--- src/rtl/bfly_r2_pipe.sv ---
// Radix-2 DIT butterfly X = A + W'*B, Y = A - W'*B, optional conj(W); BFLY_SCALE_EN adds a 1/2 output scale.
// Latency 3 cycles; one global enable, so any output stall holds every stage and drops in_ready.
module bfly_r2_pipe #(
    parameter int DW   = 16,
    parameter int TW   = 16,
    parameter int TAGW = 4
) (
    input  logic              clk,
    input  logic              rst_n,
    input  logic              in_valid,
    output logic              in_ready,
    input  logic [2*DW-1:0]   in_a,
    input  logic [2*DW-1:0]   in_b,
    input  logic [2*TW-1:0]   in_w,
    input  logic              in_inv,
    input  logic [TAGW-1:0]   in_tag,
    output logic              out_valid,
    input  logic              out_ready,
    output logic [2*DW-1:0]   out_x,
    output logic [2*DW-1:0]   out_y,
    output logic [TAGW-1:0]   out_tag,
    output logic              out_sat
);
    localparam int PW  = DW + TW;
    localparam int SW  = PW + 2;
    localparam int QW  = DW + 1;
    localparam int ZW  = DW + 2;
    localparam int SH  = TW - 2;
    localparam int RND = 1 << (TW - 3);
    localparam logic signed [TW-1:0] W_MIN = {1'b1, {(TW-1){1'b0}}};
    localparam logic signed [TW-1:0] W_MAX = {1'b0, {(TW-1){1'b1}}};

    // Returns {clipped, value} for a signed saturation of SW bits down to QW bits.
    function automatic logic [QW:0] sat_q(input logic signed [SW-1:0] v);
        logic [SW-QW:0] top;
        top = v[SW-1:QW-1];
        if (&top || ~|top) sat_q = {1'b0, v[QW-1:0]};
        else               sat_q = {1'b1, v[SW-1], {(QW-1){~v[SW-1]}}};
    endfunction

    function automatic logic [DW:0] sat_d(input logic signed [ZW-1:0] v);
        logic [ZW-DW:0] top;
        top = v[ZW-1:DW-1];
        if (&top || ~|top) sat_d = {1'b0, v[DW-1:0]};
        else               sat_d = {1'b1, v[ZW-1], {(DW-1){~v[ZW-1]}}};
    endfunction

    function automatic logic signed [ZW-1:0] scale(input logic signed [ZW-1:0] v);
`ifdef BFLY_SCALE_EN
        scale = (v + ZW'(1)) >>> 1;
`else
        scale = v;
`endif
    endfunction

    logic en;
    logic v1, v2, v3;

    assign en        = !v3 || out_ready;
    assign in_ready  = en;
    assign out_valid = v3;

    // Stage 1: conjugate twiddle and four full-precision products
    logic signed [DW-1:0] b_re, b_im;
    logic signed [TW-1:0] w_re, w_im, w_im_c;

    assign b_re   = in_b[2*DW-1:DW];
    assign b_im   = in_b[DW-1:0];
    assign w_re   = in_w[2*TW-1:TW];
    assign w_im   = in_w[TW-1:0];
    assign w_im_c = !in_inv ? w_im : (w_im == W_MIN) ? W_MAX : -w_im;

    logic signed [PW-1:0] s1_rr, s1_ii, s1_ri, s1_ir;
    logic [2*DW-1:0]      s1_a;
    logic [TAGW-1:0]      s1_tag;

    // Stage 2: combine, round half-up back to sample scale, clip to DW+1
    logic signed [SW-1:0] pr_w, pi_w;
    logic [QW:0]          pr_q, pi_q;

    assign pr_w = (SW'(s1_rr) - SW'(s1_ii) + SW'(RND)) >>> SH;
    assign pi_w = (SW'(s1_ri) + SW'(s1_ir) + SW'(RND)) >>> SH;
    assign pr_q = sat_q(pr_w);
    assign pi_q = sat_q(pi_w);

    logic signed [QW-1:0] s2_pr, s2_pi;
    logic [2*DW-1:0]      s2_a;
    logic [TAGW-1:0]      s2_tag;
    logic                 s2_sat;

    // Stage 3: A +/- P at DW+2 bits, optional halving, clip to DW
    logic signed [DW-1:0] a_re, a_im;
    logic [DW:0]          xr_q, xi_q, yr_q, yi_q;

    assign a_re = s2_a[2*DW-1:DW];
    assign a_im = s2_a[DW-1:0];
    assign xr_q = sat_d(scale(ZW'(a_re) + ZW'(s2_pr)));
    assign xi_q = sat_d(scale(ZW'(a_im) + ZW'(s2_pi)));
    assign yr_q = sat_d(scale(ZW'(a_re) - ZW'(s2_pr)));
    assign yi_q = sat_d(scale(ZW'(a_im) - ZW'(s2_pi)));

    always_ff @(posedge clk or negedge rst_n) begin
        if (!rst_n) begin
            v1      <= 1'b0;
            v2      <= 1'b0;
            v3      <= 1'b0;
            s1_rr   <= '0;
            s1_ii   <= '0;
            s1_ri   <= '0;
            s1_ir   <= '0;
            s1_a    <= '0;
            s1_tag  <= '0;
            s2_pr   <= '0;
            s2_pi   <= '0;
            s2_a    <= '0;
            s2_tag  <= '0;
            s2_sat  <= 1'b0;
            out_x   <= '0;
            out_y   <= '0;
            out_tag <= '0;
            out_sat <= 1'b0;
        end else if (en) begin
            v1      <= in_valid;
            s1_rr   <= PW'(b_re) * PW'(w_re);
            s1_ii   <= PW'(b_im) * PW'(w_im_c);
            s1_ri   <= PW'(b_re) * PW'(w_im_c);
            s1_ir   <= PW'(b_im) * PW'(w_re);
            s1_a    <= in_a;
            s1_tag  <= in_tag;

            v2      <= v1;
            s2_pr   <= pr_q[QW-1:0];
            s2_pi   <= pi_q[QW-1:0];
            s2_a    <= s1_a;
            s2_tag  <= s1_tag;
            s2_sat  <= pr_q[QW] | pi_q[QW];

            v3      <= v2;
            out_x   <= {xr_q[DW-1:0], xi_q[DW-1:0]};
            out_y   <= {yr_q[DW-1:0], yi_q[DW-1:0]};
            out_tag <= s2_tag;
            out_sat <= s2_sat | xr_q[DW] | xi_q[DW] | yr_q[DW] | yi_q[DW];
        end
    end
endmodule

--- config.mk ---
export PLATFORM = sky130hd
export DESIGN_NAME = bfly_r2_pipe
export DESIGN_NICKNAME = d
export VERILOG_FILES = /design/src/rtl/bfly_r2_pipe.sv
export SDC_FILE = /design/constraint.sdc
export NUM_CORES = 2
export LEC_CHECK = 0
export ABC_AREA = 0
export CELL_PAD_IN_SITES_DETAIL_PLACEMENT = 1
export CELL_PAD_IN_SITES_GLOBAL_PLACEMENT = 1
export CORE_ASPECT_RATIO = 0.8
export CORE_UTILIZATION = 50
export CTS_CLUSTER_DIAMETER = 40
export DETAILED_ROUTE_END_ITERATION = 10
export GPL_TIMING_DRIVEN = 0
export MAX_ROUTING_LAYER = met4
export PLACE_DENSITY_LB_ADDON = 0.1
export RECOVER_POWER = 50
export SLEW_MARGIN = 40
export SYNTH_ARGS = -nofsm -noshare
export SYNTH_HDL_FRONTEND = slang
export SYNTH_SLANG_ARGS = --single-unit
--- constraint.sdc ---
create_clock -name clk -period 10.45 [get_ports clk]
set_clock_uncertainty 0.1 [all_clocks]
set_input_delay 2.09 -clock clk [delete_from_list [all_inputs] [get_ports clk]]
set_output_delay 2.09 -clock clk [all_outputs]
set_load 0.01 [all_outputs]
==> flow_metrics.py <==
metrics = {
    "clock_tree": {
        "worstSkewPairLatency_ns": 0.56,
        "clkSinkCount": 307,
        "clkTransAtPathRegs_ns": 0.07,
        "h-tree-depth": 2,
        "cts-buffers-inserted": 36,
        "cts_root_buffer": "clkbuf_16",
        "tritoncts": "done",
        "cts.path.max_buffers": 3,
    },
    "routing": {
        "vias_per_cell": 5.871,
        "first_pass_iters": 8,
        "drt-wirelength-per-cell_um": 27.07,
        "ant_nets": 0,
        "drtIter0Drc": 4690,
        "routed_wl_um": 228400,
        "vias": 49550,
        "drc": 8,
    },
    "grt": {
        "grt_pass1_wl_um": 333400,
        "grtUsageTotal_pct": 39.70,
        "antenna_found_initial": 21,
        "gr-total-overflow": 0,
        "grt_max_degree": 72,
        "first_global_vias": 52420,
    },
    "setup_path": {
        "crit_start": "in_w[1]",
        "max_stage_delay_ns": 0.55,
        "path_max_fanout": 5,
        "cp_top_family": "adder cells",
        "reg2reg_from": "s1_rr[2]",
        "arrival_ns": 11.29,
        "cp-end-kind": "register",
        "cp-start-kind": "input port",
        "crit_top_cell": "or3_4",
        "worst-path-buf-inv": 15,
        "slowest_stage": "fa_1",
        "path_class": "in2reg",
        "cp.required_ns": 10.79,
    },
    "sta": {
        "timing.final.crit_share_pct": 104.8,
        "fmax_mhz": 91.27,
        "fin_crit_ns": 10.96,
        "finalSetupViolCount": 22,
        "slew_headroom_pct": -124.9,
        "final-hold-violation-count": 0,
        "max_slew.worst_pin.slew_ns": 3.374,
        "drv_slew": 265,
        "rsz0062_at_grt": "true",
        "fin_setup_tns_ns": -5.053,
        "setup_slack_ns": -0.5066,
    },
    "final_layout": {
        "syn_to_final_growth_pct": 14.09,
        "fin_nets": 8552,
        "fillCellCount": 13290,
        "stdcell_count": 8440,
        "layout-drive-gt1-share_pct": 8.685,
    },
    "synthesis": {
        "ys_seq_area_share_pct": 13.26,
        "ys_seq_elements": 307,
        "avgSynthCellArea_um2": 8.906,
        "syn_area_mm2": 0.05793,
        "postSynthCellCount": 6504,
        "ys_types": 86,
        "ys_async_sr_fraction_pct": 100.0,
        "synth_fp_nets": 8182,
        "synth_top_area_share_pct": 36.36,
        "ys_top_cells_by_area": "fa_1 (36%), dfrtp_1 (13%), ha_1 (11%)",
        "synth_edf_count": 0,
        "ys.warnings.count": 0,
        "synth-main-ff-cell": "dfrtp_1",
        "synth.largest_area_cell": "fa_1",
    },
    "outcome": {
        "outcome": "finished, violations left",
        "violations": "design-rule violations, max-capacitance violations, max-slew violations, negative setup slack",
    },
    "die": {
        "die_area_mm2": 0.1172,
        "die_y_um": 306.4,
        "rows": 111,
        "die_w_um": 382.5,
        "io_pins": 176,
        "core_area_mm2": 0.1147,
        "start_util_pct": 50.49,
    },
    "min_path": {
        "hold_path.class": "reg2reg",
        "hold_path.startpoint": "s1_a[26]",
    },
    "place": {
        "dp.cells": 8208,
        "place_congestion": 1.028,
        "hpwl_um": 184100,
        "dpl_worst_slack_ns": -2.650,
        "numPortBuffers": 172,
    },
    "run": {
        "drv_cap": 5,
    },
}
-- worst reg2reg max path, delay by kind of cell (launching register included) --
kind                     cells  cell delay (ns)
buffers and inverters        1             0.49
adder cells (fa/ha/maj)      2             0.57
AND/OR/NAND/NOR              4             1.00
AO/OA/AOI/OAI                7             2.49
flip-flops                   1             0.40
-- layout make-up --
class | count | area, µm² | area share [%]
clock inverters | 16 | 156.4 | 0.2366
clock buffers | 45 | 1006 | 1.522
multi-input cells | 4588 | 45540 | 68.91
inverters | 1304 | 4902 | 7.418
well taps | 1525 | 1908 | 2.887
plain buffers | 299 | 1600 | 2.421
repair buffers | 338 | 3247 | 4.913
flip-flops and latches | 307 | 7682 | 11.62
diodes | 18 | 45.04 | 0.06815
-- synth_stat cells (all sizes together), types with 5 or more instances --
library cell / number
or2: 18
clkbuf: 255
and3: 23
a32oi: 16
o31ai: 21
nor2b: 56
nand3b: 11
and2: 398
nand4b: 7
ha: 521
o211ai: 28
a211o: 7
o31a: 9
nand3: 44
nor2: 222
nand2: 995
inv: 1303
nor3: 52
o21bai: 36
buf: 50
a21oi: 262
fa: 1052
o2111ai: 7
or3: 30
a21boi: 5
o21a: 40
a221o: 16
xor2: 60
nor4: 6
nand4: 16
a2111oi: 8
a31oi: 31
o221ai: 7
a21o: 83
dfrtp: 307
nor3b: 13
o21ai: 172
xnor2: 155
nand2b: 56
o311ai: 26
a211oi: 19
-- cell families (layout without fill, tap and decap cells) --
group	after synthesis	count (layout)	share of synthesized area [%]
other	0	18	0
adder cells (fa/ha/maj)	1573	1573	47.61
buffers and inverters	1609	2002	10.56
AO/OA/AOI/OAI	836	836	9.346
XOR/XNOR	215	215	3.251
multiplexers	5	5	0.08856
flip-flops	307	307	13.26
AND/OR/NAND/NOR	1959	1959	15.88
-- flip-flops by register name (all words and copies together), names as in the netlist, 17 cells and up --
| signal | flops |
|---|---|
| out_x | 32 |
| out_y | 32 |
| s1_a | 32 |
| s1_ii | 32 |
| s1_ir | 32 |
| s1_ri | 32 |
| s1_rr | 32 |
| s2_a | 32 |
| s2_pi | 17 |
| s2_pr | 17 |
-- what timing repair did --
item,4_1_cts,5_1_grt
buffers inserted,113,47
setup endpoints to repair,42,33
pin swaps,113,111
gates cloned,2,0
hold buffers,0,0
endpoints found under the hold margin,0,0
gates resized for setup,311,161
-- layer usage --
| metal | up-vias | share of wire (%) | track usage [%] |
|---|---|---|---|
| met5 | - | 0 | - |
| met4 | 0 | 4.5 | 13.65 |
| met3 | 574 | 11 | 8.725 |
| met2 | 2400 | 43 | 56.32 |
| met1 | 25820 | 42 | 56.00 |
| li1 | 20760 | - | - |
-- final timing paths --
path                       cells past startpoint  slack [ns]        end
setup / recovery                              42       -0.51  s1_ri[30]
hold / removal                                 2        0.37   s1_a[26]
setup reg to reg                              14        5.21  s2_pr[15]
hold reg to reg                                2        0.37   s1_a[26]
max in group asynchronous                      4        1.43  out_x[29]
min in group asynchronous                      1        2.04  out_y[11]
-- cell usage in the layout (no fill, tap or decap), types with 27 or more instances in the layout --
cell / count
inv_1: 1278
fa_1: 1025
nand2_1: 971
ha_1: 490
and2_1: 390
dfrtp_1: 307
a21oi_1: 239
nor2_1: 218
clkbuf_1: 205
clkdlybuf4s50_1: 142
xnor2_1: 137
buf_4: 127
o21ai_0: 126
a21o_1: 82
nand2b_1: 55
clkbuf_2: 54
nor2b_1: 54
xor2_1: 50
nor3_1: 47
nand3_1: 43
o21a_1: 39
clkbuf_16: 37
o21bai_1: 35
buf_6: 28
o211ai_1: 28
fa_2: 27
-- per-stage QoR --
step	utilization, %	instance area (µm²)	hold slack [ns]
after floorplan	-	57930	0.3300
after detailed placement	53.87	61800	0.3553
after CTS	56.82	65180	0.3706
final	57.61	66090	0.3706
after global placement	53.66	61560	0.3414
after global routing	57.59	66060	0.3950
Power is left out: the tool's default activity adds up to more than one toggle a clock period on the data nets, which glitch-free logic cannot reach.
